--- src/rtl/uart_arb_pkg.sv ---
// Shared types and constants for the UART transmit arbiter.
package uart_arb_pkg;

  typedef enum logic [2:0] {
    StIdle,
    StPoll,
    StCheck,
    StWrite,
    StPfxId,
    StPfxColon
  } arb_state_e;

  localparam logic [7:0] ASCII_LF    = 8'h0A;
  localparam logic [7:0] ASCII_COLON = 8'h3A;
  localparam logic [7:0] ASCII_ZERO  = 8'h30;

endpackage

--- src/rtl/uart_tx_arbiter_if.sv ---
// Memory-mapped UART port: master drives strobes/address/data, slave returns registered read data.
interface uart_tx_arbiter_if #(
  parameter int unsigned DATA_WIDTH = 32,
  parameter int unsigned ADDR_WIDTH = 32
);
  logic                    readEnable;
  logic                    writeEnable;
  logic [DATA_WIDTH/8-1:0] writeByteEnable;
  logic [ADDR_WIDTH-1:0]   address;
  logic [DATA_WIDTH-1:0]   writeData;
  logic [DATA_WIDTH-1:0]   readData;

  modport master (
    output readEnable,
    output writeEnable,
    output writeByteEnable,
    output address,
    output writeData,
    input  readData
  );

  modport slave (
    input  readEnable,
    input  writeEnable,
    input  writeByteEnable,
    input  address,
    input  writeData,
    output readData
  );
endinterface

--- src/rtl/rr_arbiter.sv ---
// Combinational round-robin picker: first asserted request strictly after the pointer, wrapping.
module rr_arbiter #(
  parameter int unsigned NUM_REQ = 4,
  localparam int unsigned IDX_W = $clog2(NUM_REQ)
) (
  input  logic [NUM_REQ-1:0] req,
  input  logic [IDX_W-1:0]   pointer,
  output logic [IDX_W-1:0]   grant,
  output logic               any_req
);

  always_comb begin
    logic [IDX_W-1:0] idx;
    logic             found;
    grant = '0;
    found = 1'b0;
    idx   = '0;
    for (int unsigned k = 1; k <= NUM_REQ; k++) begin
      idx = IDX_W'((32'(pointer) + k) % NUM_REQ);
      if (!found && req[idx]) begin
        grant = idx;
        found = 1'b1;
      end
    end
  end

  assign any_req = |req;

endmodule

--- src/rtl/uart_tx_arbiter.sv ---
// Round-robin, line-locking arbiter sharing a polled UART TX register among NUM_REQ byte streams.
// Optional per-line "<id>:" prefix when UART_ARB_PREFIX_EN is defined.
module uart_tx_arbiter
  import uart_arb_pkg::*;
#(
  parameter int unsigned NUM_REQ = 4,
  parameter int unsigned DATA_WIDTH = 32,
  parameter int unsigned ADDR_WIDTH = 32,
  parameter logic [ADDR_WIDTH-1:0] TX_ADDR = ADDR_WIDTH'(32'h9000_0020),
  parameter logic [ADDR_WIDTH-1:0] TX_READY_ADDR = ADDR_WIDTH'(32'h9000_0024),
  parameter int unsigned LOCK_TIMEOUT = 1024,
  localparam int unsigned IDX_W = $clog2(NUM_REQ)
) (
  input  logic                   clock,
  input  logic                   reset,
  input  logic [NUM_REQ-1:0]     req_valid,
  input  logic [8*NUM_REQ-1:0]   req_data,
  output logic [NUM_REQ-1:0]     req_ready,
  uart_tx_arbiter_if.master      bus,
  output logic [IDX_W-1:0]       grant_id,
  output logic                   locked
);

  localparam int unsigned BE_W = DATA_WIDTH / 8;
  localparam int unsigned CNT_W = $clog2(LOCK_TIMEOUT + 1);
  localparam logic [CNT_W-1:0] CNT_LAST = CNT_W'(LOCK_TIMEOUT - 1);
  localparam logic [BE_W-1:0] BE_BYTE0 = BE_W'(1);

  arb_state_e       state_q;
  logic [IDX_W-1:0] pointer_q;
  logic [CNT_W-1:0] lock_cnt_q;
  logic [IDX_W-1:0] rr_grant;
  logic             rr_any;
  logic [7:0]       sel_byte;
  logic             unused_read_data;

`ifdef UART_ARB_PREFIX_EN
  typedef enum logic [1:0] {PfxNone, PfxColonNext, PfxIdNext} pfx_e;
  pfx_e pfx_q;
`endif

  rr_arbiter #(
    .NUM_REQ(NUM_REQ)
  ) u_rr (
    .req    (req_valid),
    .pointer(pointer_q),
    .grant  (rr_grant),
    .any_req(rr_any)
  );

  assign sel_byte = req_data[{grant_id, 3'b000} +: 8];
  assign unused_read_data = ^bus.readData[DATA_WIDTH-1:1];

  // Strobes are registered and default low; each state sets what the next cycle drives.
  always_ff @(posedge clock) begin
    if (reset) begin
      state_q             <= StIdle;
      pointer_q           <= IDX_W'(NUM_REQ - 1);
      lock_cnt_q          <= '0;
      grant_id            <= '0;
      locked              <= 1'b0;
      req_ready           <= '0;
      bus.readEnable      <= 1'b0;
      bus.writeEnable     <= 1'b0;
      bus.writeByteEnable <= '0;
      bus.address         <= '0;
      bus.writeData       <= '0;
`ifdef UART_ARB_PREFIX_EN
      pfx_q               <= PfxNone;
`endif
    end else begin
      req_ready           <= '0;
      bus.readEnable      <= 1'b0;
      bus.writeEnable     <= 1'b0;
      bus.writeByteEnable <= '0;
      bus.address         <= '0;
      bus.writeData       <= '0;
      case (state_q)
        StIdle: begin
          if (locked) begin
            if (req_valid[grant_id]) begin
              state_q        <= StPoll;
              bus.readEnable <= 1'b1;
              bus.address    <= TX_READY_ADDR;
            end else if (lock_cnt_q == CNT_LAST) begin
              locked     <= 1'b0;
              lock_cnt_q <= '0;
            end else begin
              lock_cnt_q <= lock_cnt_q + CNT_W'(1);
            end
          end else if (rr_any) begin
            grant_id       <= rr_grant;
            pointer_q      <= rr_grant;
            state_q        <= StPoll;
            bus.readEnable <= 1'b1;
            bus.address    <= TX_READY_ADDR;
`ifdef UART_ARB_PREFIX_EN
            pfx_q          <= PfxIdNext;
`endif
          end
        end
        StPoll: state_q <= StCheck;
        StCheck: begin
          if (bus.readData[0]) begin
            bus.writeEnable     <= 1'b1;
            bus.address         <= TX_ADDR;
            bus.writeByteEnable <= BE_BYTE0;
`ifdef UART_ARB_PREFIX_EN
            if (pfx_q == PfxIdNext) begin
              state_q       <= StPfxId;
              bus.writeData <= DATA_WIDTH'(ASCII_ZERO + 8'(grant_id));
            end else if (pfx_q == PfxColonNext) begin
              state_q       <= StPfxColon;
              bus.writeData <= DATA_WIDTH'(ASCII_COLON);
            end else begin
              state_q             <= StWrite;
              bus.writeData       <= DATA_WIDTH'(sel_byte);
              req_ready[grant_id] <= 1'b1;
            end
`else
            state_q             <= StWrite;
            bus.writeData       <= DATA_WIDTH'(sel_byte);
            req_ready[grant_id] <= 1'b1;
`endif
          end else begin
            state_q        <= StPoll;
            bus.readEnable <= 1'b1;
            bus.address    <= TX_READY_ADDR;
          end
        end
        StWrite: begin
          state_q    <= StIdle;
          locked     <= (bus.writeData[7:0] != ASCII_LF);
          lock_cnt_q <= '0;
        end
`ifdef UART_ARB_PREFIX_EN
        StPfxId: begin
          pfx_q          <= PfxColonNext;
          state_q        <= StPoll;
          bus.readEnable <= 1'b1;
          bus.address    <= TX_READY_ADDR;
        end
        StPfxColon: begin
          pfx_q          <= PfxNone;
          state_q        <= StPoll;
          bus.readEnable <= 1'b1;
          bus.address    <= TX_READY_ADDR;
        end
`endif
        default: state_q <= StIdle;
      endcase
    end
  end

endmodule

--- src/flat_wrapper.sv ---
// flat-port wrapper written by rule: the top's interface ports become plain ports
module uart_tx_arbiter_flat import uart_arb_pkg::*;
#(
  parameter int unsigned NUM_REQ = 4,
  parameter int unsigned DATA_WIDTH = 32,
  parameter int unsigned ADDR_WIDTH = 32,
  parameter logic [ADDR_WIDTH-1:0] TX_ADDR = ADDR_WIDTH'(32'h9000_0020),
  parameter logic [ADDR_WIDTH-1:0] TX_READY_ADDR = ADDR_WIDTH'(32'h9000_0024),
  parameter int unsigned LOCK_TIMEOUT = 1024,
  localparam int unsigned IDX_W = $clog2(NUM_REQ)
)
  (clock, reset, req_valid, req_data, req_ready, grant_id, locked, bus_readEnable, bus_writeEnable, bus_writeByteEnable, bus_address, bus_writeData, bus_readData);
  uart_tx_arbiter_if #(.DATA_WIDTH(DATA_WIDTH), .ADDR_WIDTH(ADDR_WIDTH)) bus_i ();
  input  logic clock;
  input  logic reset;
  input  logic [NUM_REQ-1:0] req_valid;
  input  logic [8*NUM_REQ-1:0] req_data;
  output logic [NUM_REQ-1:0] req_ready;
  output logic [IDX_W-1:0] grant_id;
  output logic locked;
  output wire logic [$bits(bus_i.readEnable)-1:0] bus_readEnable;
  output wire logic [$bits(bus_i.writeEnable)-1:0] bus_writeEnable;
  output wire logic [$bits(bus_i.writeByteEnable)-1:0] bus_writeByteEnable;
  output wire logic [$bits(bus_i.address)-1:0] bus_address;
  output wire logic [$bits(bus_i.writeData)-1:0] bus_writeData;
  input wire logic [$bits(bus_i.readData)-1:0] bus_readData;
  assign bus_readEnable = bus_i.readEnable;
  assign bus_writeEnable = bus_i.writeEnable;
  assign bus_writeByteEnable = bus_i.writeByteEnable;
  assign bus_address = bus_i.address;
  assign bus_writeData = bus_i.writeData;
  assign bus_i.readData = bus_readData;
  uart_tx_arbiter #(.NUM_REQ(NUM_REQ), .DATA_WIDTH(DATA_WIDTH), .ADDR_WIDTH(ADDR_WIDTH), .TX_ADDR(TX_ADDR), .TX_READY_ADDR(TX_READY_ADDR), .LOCK_TIMEOUT(LOCK_TIMEOUT)) u_core (.clock(clock), .reset(reset), .req_valid(req_valid), .req_data(req_data), .req_ready(req_ready), .bus(bus_i), .grant_id(grant_id), .locked(locked));
endmodule
--- config.mk ---
export PLATFORM = sky130hd
export DESIGN_NAME = uart_tx_arbiter_flat
export DESIGN_NICKNAME = d
export VERILOG_FILES = /design/src/rtl/uart_arb_pkg.sv /design/src/rtl/uart_tx_arbiter_if.sv /design/src/rtl/rr_arbiter.sv /design/src/rtl/uart_tx_arbiter.sv /design/src/flat_wrapper.sv
export SDC_FILE = /design/constraint.sdc
export NUM_CORES = 1
export LEC_CHECK = 0
export CAP_MARGIN = 20
export CORE_MARGIN = 2
export CORE_UTILIZATION = 30
export DETAILED_ROUTE_END_ITERATION = 6
export PLACE_DENSITY = 0.69
export SETUP_SLACK_MARGIN = 0.2
export SYNTH_ARGS = -nofsm -noshare
export SYNTH_HDL_FRONTEND = slang
export SYNTH_SLANG_ARGS = --single-unit
--- constraint.sdc ---
create_clock -name clock -period 2.53 [get_ports clock]
set_input_delay 0.253 -clock clock [delete_from_list [all_inputs] [get_ports clock]]
set_output_delay 0.253 -clock clock [all_outputs]
set_load 0.05 [all_outputs]
==> summary.md <==
| Metric | Value |
|---|---|
| Status | finished clean |
| Final setup fails | 0 |
| Synth cell types | 56 |
| Post-Synth Adder-Cell Area | 0.0222 |
| Final core occ | 0.387 |
| Die ar. | 8210 µm² |
| Cell breakdown of the critical path | buf_4 > clkdlybuf4s50_1 |
| Total power | slightly above 0.002 W |
| Pleak | 1.08 nW |
| Synth Flop Type | dfxtp_1 |
| Ys Warns | 0 |
| P&R area growth vs syn | 24.7% |
| Via count | ~1800 |
| Cell with the most instances after synthesis | buf_4 |
| Drt via density | about 4.5 |
| Synth cell count leaders | 59 x buf_4, 33 x dfxtp_1, 13 x nand2_1, 13 x nor2_1, 10 x a21oi_1 |
| Hold-fix buffers at CTS | 0 |
| TritonRoute pass-1 iters | 4 |
| Port Buffers | 60 |
| Final Hold Slack | between 400 and 500 ps |
| Clock Skew | 8.17 ps |
| DP Cell Count | between 300 and 400 |
| R2r endpoint | u_core.lock_cnt_q[8]$_SDFFE_PP0P_ |
| Synth Area in Compound Gates | 0.140 |
| Final ANT Viol Nets | 0 |
| Vias in the first global route | 1602 |
| Initial DRC Count | 78 |
| Initial antenna violation count | 0 |
| PD cells | approximately 730 nW/µm² |
| Drt wl/cell | around 13 µm |
| R2R Setup Slk | 350 ps |
| Share of the synthesized area in the top cell type | 0.293 |
| CP required | approximately 2300 ps |
| Clk sink count | 33 |
| Clock latency at the later pin of the worst-skew pair | roughly 280 ps |
| Worst Setup EP | grant_id[1] |
| Global-route usage over all layers | 0.120 |
| Clk slew on worst S/H paths | about 70 ps |
| Post-route setup TNS | 0 ps |
| RSZ-0062 raised after global routing | false |
| Main combinational cell family by area after synthesis | buffers and inverters |
| Synth Area in Simple Gates | 0.182 |
| Fraction of layout cells with a size suffix above 1 | 0.114 |
| Die height | slightly above 90 µm |
| Max Fclk | 450 MHz |
| Antenna fix cells | 0 |
| Final worst path period need | between 2000 and 2500 ps |
| WS Path Type | flip-flop to output port |
| Row count | 31 |
| CTS tree | done |
| Final net count | 370 |
| Worst setup EP type | output port |
| H-tree depth | 2 |
| Tcrit/Tclk final | 0.879 |
| Max VDD drop | roughly 0.29 mV |
| CTS Buf Count | 5 |
| Hold WC Path Type | flip-flop to flip-flop |
| Synth Register Bits | 33 |
| Post-CTS sizing | 0 |
| Routed WL | 4980 µm |
| Synthesized area | between 2000 and 2500 µm² |
| Gp weighted congestion | roughly 0.79 |
| Initial Util | 0.310 |
| Worst-Margin Slew | 684 ps |
| DRC viols | 0 |
| Max Root-Sink Buffers | 2 |
| Maxcap violations | 0 |
| Largest area contributor in the netlist | dfxtp_1 |
| Ports | approximately 150 |
| HPWL after DPL | about 3800 µm |
| Core region area | 7250 µm² |
| Worst R2R Path Depth | 6 |
| Post-synth ARST share | 0 |
| Max transition margin | 0.544 |
| EDFF count, synth | 0 |
| Final Max Slew Viols | 0 |
| Share of the yosys chip area belonging to registers | 0.293 |
| Slowest library cell on the worst path | clkdlybuf4s50_1 |
| Xor/xnor cell area share of the yosys netlist | 0 |
| Crit start category | flip-flop |
| CP max stage delay | 830 ps |
| Pin count of the biggest net entering global routing | 14 |
| Mux cell area share after synthesis | 0.118 |
| Critical Path Start | u_core.grant_id[1]$_SDFFE_PP0P_ |
| First-pass GRT wire length | 7970 µm |
| Syn Area/Cell | 9.23 µm² |
| Final Hold Viols | 0 |
| Postcts setup bufs | 0 |
| Global route overflow | 0 |
| CTS root buf | clkbuf_8 |
| Worst EP arrival | 1970 ps |
| Die Width | around 90 µm |
| CP max FO | 12 |
| Reg2Reg Launch Point | u_core.state_q[0]$_SDFFE_PP0P_ |
| Synth area leaders | dfxtp_1 29%, buf_4 20%, mux4_2 9.0% |
| Cells after synthesis | 244 |
| Non-filler cells, final | about 400 |
[layout make-up]
| class | count | area, µm² |
|---|---|---|
| clock buffer | 7 | 86.3 |
| clock inverter | 1 | 30.0 |
| fill | 753 | 4450 |
| inverter | 9 | 33.8 |
| multi-input combinational | 184 | 1250 |
| sequential | 33 | 661 |
| tap | 99 | 124 |
| timing repair buffer | 63 | 623 |
[placed cells by master, fill, tap and decap left out, drive strengths merged, types with 2 or more instances in the layout]
master          n
and2            8
o2111ai         2
buf             3
nor3            2
o221ai          3
a31oi           3
or3             2
nand3           6
conb           55
mux4            9
a311oi          2
and4            2
clkbuf          7
o41ai           2
o21ai           6
nor2b           3
mux2i           4
and3b           2
dfxtp          33
o211ai          3
inv             9
and3            3
a21oi          11
ha              4
nand4           3
nand2          13
nand2b          4
clkdlybuf4s50  60
a221oi          2
nor2           13
nor4            2
or4             4
[logic make-up after synthesis]
kind of cell	count (synthesis)
AO/OA/AOI/OAI	42
adder cells (fa/ha/maj)	4
buffers and inverters	81
flip-flops	33
multiplexers	14
other	1
AND/OR/NAND/NOR	69
[worst min path at each step]
stage                                            start                            endpoint  slack (ps)  cells past startpoint
global route        u_core.lock_cnt_q[10]$_SDFFE_PP0P_  u_core.lock_cnt_q[10]$_SDFFE_PP0P_         480                      2
detailed placement  u_core.lock_cnt_q[10]$_SDFFE_PP0P_  u_core.lock_cnt_q[10]$_SDFFE_PP0P_         450                      2
global placement    u_core.lock_cnt_q[10]$_SDFFE_PP0P_  u_core.lock_cnt_q[10]$_SDFFE_PP0P_         430                      2
CTS                 u_core.lock_cnt_q[10]$_SDFFE_PP0P_  u_core.lock_cnt_q[10]$_SDFFE_PP0P_         450                      2
floorplan           u_core.lock_cnt_q[10]$_SDFFE_PP0P_  u_core.lock_cnt_q[10]$_SDFFE_PP0P_         420                      2
finish              u_core.lock_cnt_q[10]$_SDFFE_PP0P_  u_core.lock_cnt_q[10]$_SDFFE_PP0P_         450                      2
[registers in the layout, summed over array words and instances, names as in the netlist]
| register | flops |
|---|---|
| u_core.bus.writeByteEnable | 1 |
| u_core.lock_cnt_q | 11 |
| u_core.pointer_q | 2 |
| u_core.bus.address | 2 |
| u_core.bus.writeData | 8 |
| u_core.state_q | 2 |
| u_core.req_ready | 4 |
| u_core.grant_id | 2 |
| u_core.locked | 1 |
[metrics by stage]
stage               cell area [µm²]  setup WS, ps
floorplan                      2450           557
global placement               2690           484
detailed placement             2690           397
CTS                            2810           284
global route                   2810           207
finish                         2810           305
[critical path, delay by kind of cell (launching register included)]
family / cells / cell delay, ps
buffers and inverters: 2 / 1120
flip-flops: 1 / 570
[report_power, final]
group,internal [W],switching (W)
clock network,0.000321,0.000185
registers,0.000572,0.0000661
logic,0.000323,0.000577
[layer usage]
| metal | up-vias | share of wire | GRT usage |
|---|---|---|---|
| met5 | - | 0 | 0 |
| met1 | 843 | 0.43 | 0.150 |
| met2 | 69 | 0.51 | 0.209 |
| met4 | 0 | 0.014 | 0.0346 |
| met3 | 6 | 0.053 | 0.0217 |
| li1 | 857 | - | - |
No activity file was read; power rests on OpenSTA's default activity.
